**config.mk**
```make
export PLATFORM = sky130hd
export DESIGN_NAME = adc_sample_rx
export DESIGN_NICKNAME = d
export VERILOG_FILES = /design/src/rtl/adc_sample_rx.sv
export SDC_FILE = /design/constraint.sdc
export NUM_CORES = 1
export LEC_CHECK = 0
export ABC_AREA = 1
export CORE_MARGIN = 10
export CORE_UTILIZATION = 30
export CTS_BUF_LIST = sky130_fd_sc_hd__clkbuf_8 sky130_fd_sc_hd__clkbuf_16
export CTS_CLUSTER_SIZE = 12
export DETAILED_ROUTE_END_ITERATION = 10
export PLACE_DENSITY_LB_ADDON = 0.3
export SKIP_CTS_REPAIR_TIMING = 1
export SLEW_MARGIN = 20
export SYNTH_ARGS = -nofsm -noshare
export SYNTH_HDL_FRONTEND = slang
export SYNTH_SLANG_ARGS = --single-unit
```
**constraint.sdc**
```tcl
create_clock -name clock -period 2.5 [get_ports clock]
set_input_delay 0.5 -clock clock [delete_from_list [all_inputs] [get_ports clock]]
set_output_delay 0.5 -clock clock [all_outputs]
set_load 0.05 [all_outputs]
```
**src/rtl/adc_sample_rx.sv**
```systemverilog
// I2S ADC receiver: oversamples sclk/lrclk/sdata in the clock domain and buffers sign-extended samples in a FIFO.
// Define ADC_RX_STEREO_EN to capture right-channel frames as well; by default only left samples are kept.
module adc_sample_rx #(
   parameter int DWIDTH      = 32,
   parameter int SAMPLE_BITS = 20,
   parameter int FIFO_DEPTH  = 4,
   parameter int CNT_W       = $clog2(FIFO_DEPTH) + 1
) (
   input  logic              clock,
   input  logic              reset,
   input  logic              adc_sclk,
   input  logic              adc_lrclk,
   input  logic              adc_sdata,
   input  logic              rd_en,
   input  logic              ovf_clr,
   output logic [DWIDTH-1:0] adcdata,
   output logic              sample_valid,
   output logic              sample_chan,
   output logic [CNT_W-1:0]  fifo_count,
   output logic              overflow
);

   localparam int AW = $clog2(FIFO_DEPTH);
   localparam int BW = $clog2(SAMPLE_BITS + 1);

   typedef enum logic [2:0] {S_IDLE, S_SKIP, S_SHIFT, S_PUSH, S_WAIT} state_t;

   state_t                 state;
   logic                   sclk_s1, sclk_s2, sclk_s3;
   logic                   lrclk_s1, lrclk_s2, lrclk_s3;
   logic                   sdata_s1, sdata_s2;
   logic                   sclk_rise, lr_edge, lr_start;
   logic [BW-1:0]          bit_cnt;
   logic [SAMPLE_BITS-1:0] shift;
   logic                   wr_req;
   logic [DWIDTH-1:0]      wr_data;

   logic [DWIDTH-1:0]      mem [FIFO_DEPTH];
   logic [AW-1:0]          wptr, rptr;
   logic [CNT_W-1:0]       count;
   logic                   empty, full, pop, push_ok, drop;

   always_ff @(posedge clock or negedge reset) begin
      if (!reset) begin
         sclk_s1  <= 1'b0;
         sclk_s2  <= 1'b0;
         sclk_s3  <= 1'b0;
         lrclk_s1 <= 1'b0;
         lrclk_s2 <= 1'b0;
         lrclk_s3 <= 1'b0;
         sdata_s1 <= 1'b0;
         sdata_s2 <= 1'b0;
      end else begin
         sclk_s1  <= adc_sclk;
         sclk_s2  <= sclk_s1;
         sclk_s3  <= sclk_s2;
         lrclk_s1 <= adc_lrclk;
         lrclk_s2 <= lrclk_s1;
         lrclk_s3 <= lrclk_s2;
         sdata_s1 <= adc_sdata;
         sdata_s2 <= sdata_s1;
      end
   end

   assign sclk_rise = sclk_s2 & ~sclk_s3;
   assign lr_edge   = lrclk_s2 ^ lrclk_s3;

   // Which lrclk edges open a frame: both in stereo mode, only the falling (left) edge otherwise.
`ifdef ADC_RX_STEREO_EN
   assign lr_start = lr_edge;
`else
   assign lr_start = lrclk_s3 & ~lrclk_s2;
`endif

   // Frame FSM; any lrclk edge outside PUSH restarts framing, discarding a partial sample.
   always_ff @(posedge clock or negedge reset) begin
      if (!reset) begin
         state   <= S_IDLE;
         bit_cnt <= '0;
         shift   <= '0;
         wr_req  <= 1'b0;
      end else begin
         wr_req <= 1'b0;
         case (state)
            S_IDLE, S_WAIT: begin
               if (lr_edge) state <= lr_start ? S_SKIP : S_WAIT;
            end
            S_SKIP: begin
               if (lr_edge) begin
                  state <= lr_start ? S_SKIP : S_WAIT;
               end else if (sclk_rise) begin
                  state   <= S_SHIFT;
                  bit_cnt <= '0;
               end
            end
            S_SHIFT: begin
               if (lr_edge) begin
                  state <= lr_start ? S_SKIP : S_WAIT;
               end else if (sclk_rise) begin
                  shift   <= {shift[SAMPLE_BITS-2:0], sdata_s2};
                  bit_cnt <= bit_cnt + 1'b1;
                  if (bit_cnt == BW'(SAMPLE_BITS - 1)) begin
                     state  <= S_PUSH;
                     wr_req <= 1'b1;
                  end
               end
            end
            S_PUSH:  state <= S_WAIT;
            default: state <= S_IDLE;
         endcase
      end
   end

   assign wr_data = {{(DWIDTH-SAMPLE_BITS){shift[SAMPLE_BITS-1]}}, shift};

   assign empty   = (count == '0);
   assign full    = (count == CNT_W'(FIFO_DEPTH));
   assign pop     = rd_en & ~empty;
   assign push_ok = wr_req & (~full | pop);
   assign drop    = wr_req & full & ~pop;

   // Storage needs no reset: the head is masked to zero whenever the FIFO is empty.
   always_ff @(posedge clock) begin
      if (push_ok) mem[wptr] <= wr_data;
   end

   always_ff @(posedge clock or negedge reset) begin
      if (!reset) begin
         wptr     <= '0;
         rptr     <= '0;
         count    <= '0;
         overflow <= 1'b0;
      end else begin
         if (push_ok) wptr <= wptr + 1'b1;
         if (pop)     rptr <= rptr + 1'b1;
         case ({push_ok, pop})
            2'b10:   count <= count + 1'b1;
            2'b01:   count <= count - 1'b1;
            default: count <= count;
         endcase
         if (drop)         overflow <= 1'b1;
         else if (ovf_clr) overflow <= 1'b0;
      end
   end

   always_comb begin
      adcdata = '0;
      if (!empty) adcdata = mem[rptr];
   end

   assign sample_valid = ~empty;
   assign fifo_count   = count;

`ifdef ADC_RX_STEREO_EN
   logic cur_chan;
   logic chan_mem [FIFO_DEPTH];

   // Channel tag follows the lrclk level of the edge that opened the frame; PUSH ignores edges.
   always_ff @(posedge clock or negedge reset) begin
      if (!reset)                          cur_chan <= 1'b0;
      else if (lr_edge && state != S_PUSH) cur_chan <= lrclk_s2;
   end

   always_ff @(posedge clock) begin
      if (push_ok) chan_mem[wptr] <= cur_chan;
   end

   always_comb begin
      sample_chan = 1'b0;
      if (!empty) sample_chan = chan_mem[rptr];
   end
`else
   assign sample_chan = 1'b0;
`endif

endmodule

```
==> summary.txt <==
Worst hold slack: 42.3 ps
Post-synth cell types: 27
Setup WS pre-CTS: 242 ps
Rows: 48
Leak: 0.00280 uW
Ports: 45
Post-synthesis xor/xnor area fraction: 0.00494
Reg2Reg Depth: 7
First-pass GRT wire length: 18900 um
Data arrival, critical path: 1900 ps
Via density per instance: 4.55
Port bufs: 43
Multi-input gate area: 1450 um2
Root buf cell: clkbuf_16
Critical path startpoint category: flop
Crit Path Max Fanout: 6
Core Area: 17400 um2
MaxCap Viol Count: 0
Grt met1 use: 0.122
Hold Path Class: primary input to async pin
CP endpoint kind: output port
Critical-path top delay cell: clkdlybuf4s50_1
Setup slack after layout: 104 ps
Slew @ Worst Pin: 512 ps
Die area: 23500 um2
Grt met2 use: 0.162
Worst Path Buf+Inv: 1
Die height: 153 um
FF/Latch Area: 3530 um2
Drt drc: 0
Ant diodes: 0
Met3 GRT Util: 0.0351
Die W: 153 um
Initial antenna violation count: 0
Iteration-0 DRC Markers: 204
Critical Path Stages: 3
Mapped Area: 5320 um2
Total CTS buffers: 17
Post-synth top area share: 0.451
Syn Area/Cell: 10.7 um2
Largest cells by area after synthesis: edfxtp_1 45%, dfrtp_1 21%, nor2_1 6.8%, nand2_1 5.3%, o21ai_0 3.9%
Final Hold Vio Count: 0
Final Setup Violations: 0
Unrepaired setup endpoints after global routing: true
Worst skew pair latency: 420 ps
Most common cell in the netlist: nor2_1
WL final: 11600 um
Syn nets: 514
Worst slew margin: 0.657
Max Freq: 417 MHz
Drt first pass iters: 4
Max IR drop VDD: 1190 uV
Area delta synth->final: 22.1%
Initial Util: 0.307
Compound-Gate Fraction of Synth Area: 0.0719
Final GP Congestion: 0.798
PD cells: 1280 nW/um2
Clock sink count: 125
Fraction of layout cells with a size suffix above 1: 0.171
ANT nets after route: 0
Outcome: completed
Reg clk slew, reported paths: 50 ps
Post-DP HPWL: 7430 um
Final worst-path cycle share: 0.959
Adder-Cell Fraction of Synth Area: 0.0249
Number of flops mapped to enable cells by yosys: 80
Final core utilization: 0.375
Final nets: 559
R2r startpoint: lrclk_s2$_DFF_PN0_
FILL cells: 1647
Via count: 3550
Synth cell count leaders: 97 x nor2_1, 80 x edfxtp_1, 75 x nand2_1, 45 x dfrtp_1, 42 x o21ai_0
Critical R2R Capture: shift[4]$_DFFE_PN0P_
Seq cells post-synth: 125
GRT Overall Usage: 0.101
WL per Instance: 14.9 um
Crit-path max cell delay: 740 ps
Final min period: 2400 ps
Largest net degree at the start of global routing: 27
Cells after Synth: 497
Crit Path Class: flop to output port
Most Used Layer, Global Route: met2
Max Transition Viols Final: 0
Gr ovfl total: 0
Simple-gate portion of the synthesized area: 0.167
Cell taking the most area after synthesis: edfxtp_1
Skew final: 11.4 ps
Vias in the first global route: 3625
Reg2Reg Setup Slack: 820 ps
Data required time at the worst endpoint: 2000 ps
Post-synthesis sequential area ratio: 0.663
Proportion of synthesized area in mux cells: 0
Largest family of logic cells by synthesized area: simple AND/OR/NAND/NOR gates
CP cell instances: nor2_2, nand2_2, clkdlybuf4s50_1
CTS tree: done
CP top delay family: buffers and inverters
H-tree level count: 4
Share of flip-flops with an asynchronous set or reset: 0.360
Synth warnings: 0
Longest Clk Path Bufs: 2
Main synth FF type: edfxtp_1
[worst max-delay path by stage]
stage / slack [ps] / to / start
after floorplan: 50 / adcdata[10] / fifo_count[2]$_DFFE_PN0P_
after global placement: 260 / mem[2][16]$_DFFE_PP_ / rd_en
after detailed placement: 240 / mem[2][9]$_DFFE_PP_ / rd_en
after CTS: -160 / adcdata[0] / rptr[1]$_DFFE_PN0N_
after global routing: -40 / adcdata[1] / rptr[0]$_DFFE_PN0N_
final: 100 / sample_valid / fifo_count[1]$_DFFE_PN0P_
[state kept, by name, indices dropped and copies added, names as in the netlist, 2 cells and up]
register / cells
mem: 80
shift: 20
bit_cnt: 5
fifo_count: 3
state: 3
rptr: 2
wptr: 2
[worst register-to-register path, stage by stage, from the launching register on]
cell	delay [ps]
dfrtp_1	380
inv_1	80
ha_1	440
inv_2	70
nor2_4	160
buf_4	270
nand3_1	110
nand2_1	100
[cell families (layout without fill, tap and decap cells)]
group / Yosys count / after routing
AO/OA/AOI/OAI: 75 / 75
XOR/XNOR: 3 / 3
adder cells (fa/ha/maj): 10 / 10
buffers and inverters: 68 / 126
flip-flops: 125 / 125
other: 1 / 1
AND/OR/NAND/NOR: 215 / 215
[stage by stage]
stage,power [uW],setup TNS (ps),area (um2),std cells
after floorplan,5110,0,5340,497
after global placement,5960,0,5870,743
after detailed placement,5990,0,5870,743
after CTS,8340,-2820,6440,775
after global routing,8780,-96.4,6500,780
final,8350,0,6500,780
[placed cells by master (no fill, tap or decap), types with 2 or more instances in the layout]
cell and n:
nor2_1 96, edfxtp_1 80, nand2_1 74, buf_4 46, o21ai_0 42, dfrtp_1 41, inv_1 35, nand3_1 31
a21oi_1 25, clkbuf_16 17, clkdlybuf4s50_1 10, ha_1 9, nand4_1 6, clkinvlp_4 4, o21ai_1 4, dfrtp_2 4
buf_12 4, nand2_2 3, xor2_1 3, inv_2 2, nor2_4 2, bufinv_16 2, clkinv_2 2, clkbuf_8 2
[power by group]
group	internal [uW]	switching, uW
sequential	2260	75.8
combinational	1080	2620
clock	1490	830
total	4830	3520
[layer usage]
layer  vias to the layer above  routed length [um]
li1                       1736                   -
met1                      1715                5200
met2                        87                5520
met3                        12                 724
met4                         0                 144
met5                         -                   0
[cell type report]
type	instances	share of cell area
clock buffers	19	0.0697
clock inverters	13	0.0177
inverters	32	0.0191
multi-input cells	304	0.223
flip-flops and latches	125	0.543
well taps	225	0.0433
repair buffers	62	0.0833
Note: power is estimated with default switching activity, not from simulation.
==> patch, RTL diff (same settings) <==
Change the parameter `FIFO_DEPTH` from 4 to 8.
--- a/src/rtl/adc_sample_rx.sv
+++ b/src/rtl/adc_sample_rx.sv
@@ -5,3 +5,3 @@
    parameter int SAMPLE_BITS = 20,
-   parameter int FIFO_DEPTH  = 4,
+   parameter int FIFO_DEPTH  = 8,
    parameter int CNT_W       = $clog2(FIFO_DEPTH) + 1
Interface: changed (resized fifo_count); port bits go from 45 to 46. No check against the original RTL was run, so the function may have changed too.
==> patch against the original RTL <==
The run now ends with setup timing left. Hold slack gained 300 ps. Wire length rose by 71%. Design area up 70%. Register-to-register slack lost 280 ps. Synthesized area up 60%. Cell count rose by 47%. Die area grew 51%. Total power rose by 72%. Clock power rose by 36%. Sequential power up 71%. Worst setup slack worse by 360 ps. Sequential cell count is 83 higher. Critical endpoint is now adcdata[29]. Sequential share of layout area is 0.14 points higher. Via count is 49% higher.
==> patch: results (changes against the original RTL) <==
Status
  – Status: complete, but fails checks
  – Failing checks: setup timing

Logic synthesis
  – Post-synth EDFFs: 160 (+100%)
  – Main area contributors after synthesis: edfxtp_1 56%, dfrtp_1 14%, nor2_1 5.9%, o21ai_0 5.2%, mux2_4 2.6%
  – Synthesized instance count: 678 (+36%)
  – Ys async rst share: 0.231 (-0.129)

Worst hold path
  – HP Class: reg2reg

Critical path
  – Slowest Stage Delay on Critical Path: 510 ps (-230 ps)
  – FF-to-FF path depth: 15 (+8)
  – R2R Setup Slk: 540 ps (-280 ps)
  – FF-to-FF Start: fifo_count[2]
  – Worst path arrival time: 2260 ps (+360 ps)
  – Buf/Inv on CP: 4 (+3)
  – Worst flop-to-flop path endpoint: fifo_count[2]
  – Crit path max-delay cell type: dfrtp_2

Pwr
  – Leakage power: 4.24 nW (+52%)
  – Peak supply drop: 0.512 mV (-57%)

Routing
  – Routed wl met3: 1050 um (+46%)
  – Routed wire per std cell: 17.2 um (+16%)
  – Vias/cell: 4.61 (+1.3%)
  – DR WL met2: 9230 um (+67%)
  – Final WL: 19800 um (+71%)
  – WL met1: 9230 um (+77%)

Place
  – HPWL after DPL: 11500 um (+55%)
  – Port bufs: 44 (+2.3%)
  – GP Congestion: 0.795 (-0.33%)

STA
  – Max transition margin: 0.664 (+0.00660)
  – Endpoints failing setup: 32 (+32)
  – Clock Skews: 36.5 ps (+25.1 ps)
  – Final worst setup slack: -257 ps (-360 ps)

Global routing
  – Largest net degree at the start of global routing: 43 (+59%)
  – Vias in the first global route: 5177 (+43%)

Layout
  – Share of cells above drive strength 1: 0.243 (+0.0717)
  – Biggest regs: mem x160, shift x20, bit_cnt x5

CTS
  – H-Tree Level Count: 1 (-3)
  – CTS max path bufs: 3 (+1)
==> patch: cell types whose count changed after synthesis, moves of 5 or more <==
| cell | before | now |
|---|---|---|
| edfxtp_1 | 80 | 160 |
| o21ai_0 | 42 | 88 |
| nor2_1 | 97 | 135 |
| nand2_1 | 75 | 46 |
| a21oi_1 | 26 | 6 |
| mux2i_1 | 0 | 20 |
| o22ai_1 | 1 | 21 |
| nand3_1 | 31 | 12 |
| o21ai_1 | 4 | 23 |
| mux2_4 | 0 | 15 |
| clkbuf_1 | 7 | 12 |
==> patch: cell families (layout without fill, tap and decap cells) <==
| group | count (synthesis) | count (layout) | synth area share |
|---|---|---|---|
| DFF | 208 | 208 | 0.704 |
| and+or+nand+nor | 206 | 206 | 0.0972 |
| AOI/OAI and AO/OA | 140 | 140 | 0.0860 |
| buffers and inverters | 75 | 167 | 0.0452 |
| muxes | 38 | 38 | 0.0539 |
| adders and majority gates | 6 | 6 | 0.00881 |
| xor gates and xnor gates | 4 | 4 | 0.00411 |
| other | 1 | 1 | 0.000440 |
==> patch: worst max path at each step <==
| stage | endpoint | slack (ps) |
|---|---|---|
| 6_report | adcdata[29] | -260 |
| 5_1_grt | adcdata[29] | -310 |
| 4_1_cts | adcdata[5] | -480 |
| 3_5_place_dp | adcdata[5] | 90 |
| 3_3_place_gp | adcdata[5] | 80 |
| 2_1_floorplan | mem[0][0] | 110 |
==> patch: worst register-to-register path, cell delays in order, from the launching register on <==
cell and delay (ps):
dfrtp_2 420, nor2_1 70, nand2_2 140, buf_4 350
nand3_1 230, nand2_1 100, nand2_1 50, inv_1 50
ha_1 120, inv_1 30, nand2_1 70, inv_1 40
nand2_1 50, nand2_1 40, nand2_1 50, nand2_1 50
==> patch: power breakdown <==
group          total [mW]  switching, mW  internal, mW
Clock                3.16           1.33          1.84
Combinational        7.18           4.05          3.13
Sequential           3.98          0.165          3.81
==> patch: cell type report <==
type,count,area [um^2]
clock buffer,27,642
clock inverter,17,91.3
fill,2631,16900
inverter,30,120
multi-input combinational,395,2260
sequential,208,6010
tap,378,473
timing repair buffer,93,1440
==> patch: routing by layer <==
layer  track usage  up-vias
met5             0        -
met4        0.0266        0
met3        0.0196       23
met2         0.163      129
met1         0.141     2600
li1              -     2539
==> patch: metrics by stage <==
step | utilization | TNS, ps | worst slack [ps] | cell area, um^2 | hold WS [ps]
floorplan | - | 0 | 108 | 8540 | 204
global placement | 0.352 | 0 | 78.5 | 9830 | 333
detailed placement | 0.352 | 0 | 92.4 | 9830 | 336
CTS | 0.378 | -12500 | -480 | 10600 | -129
global route | 0.395 | -7480 | -311 | 11000 | 352
finish | 0.395 | -4790 | -257 | 11000 | 345
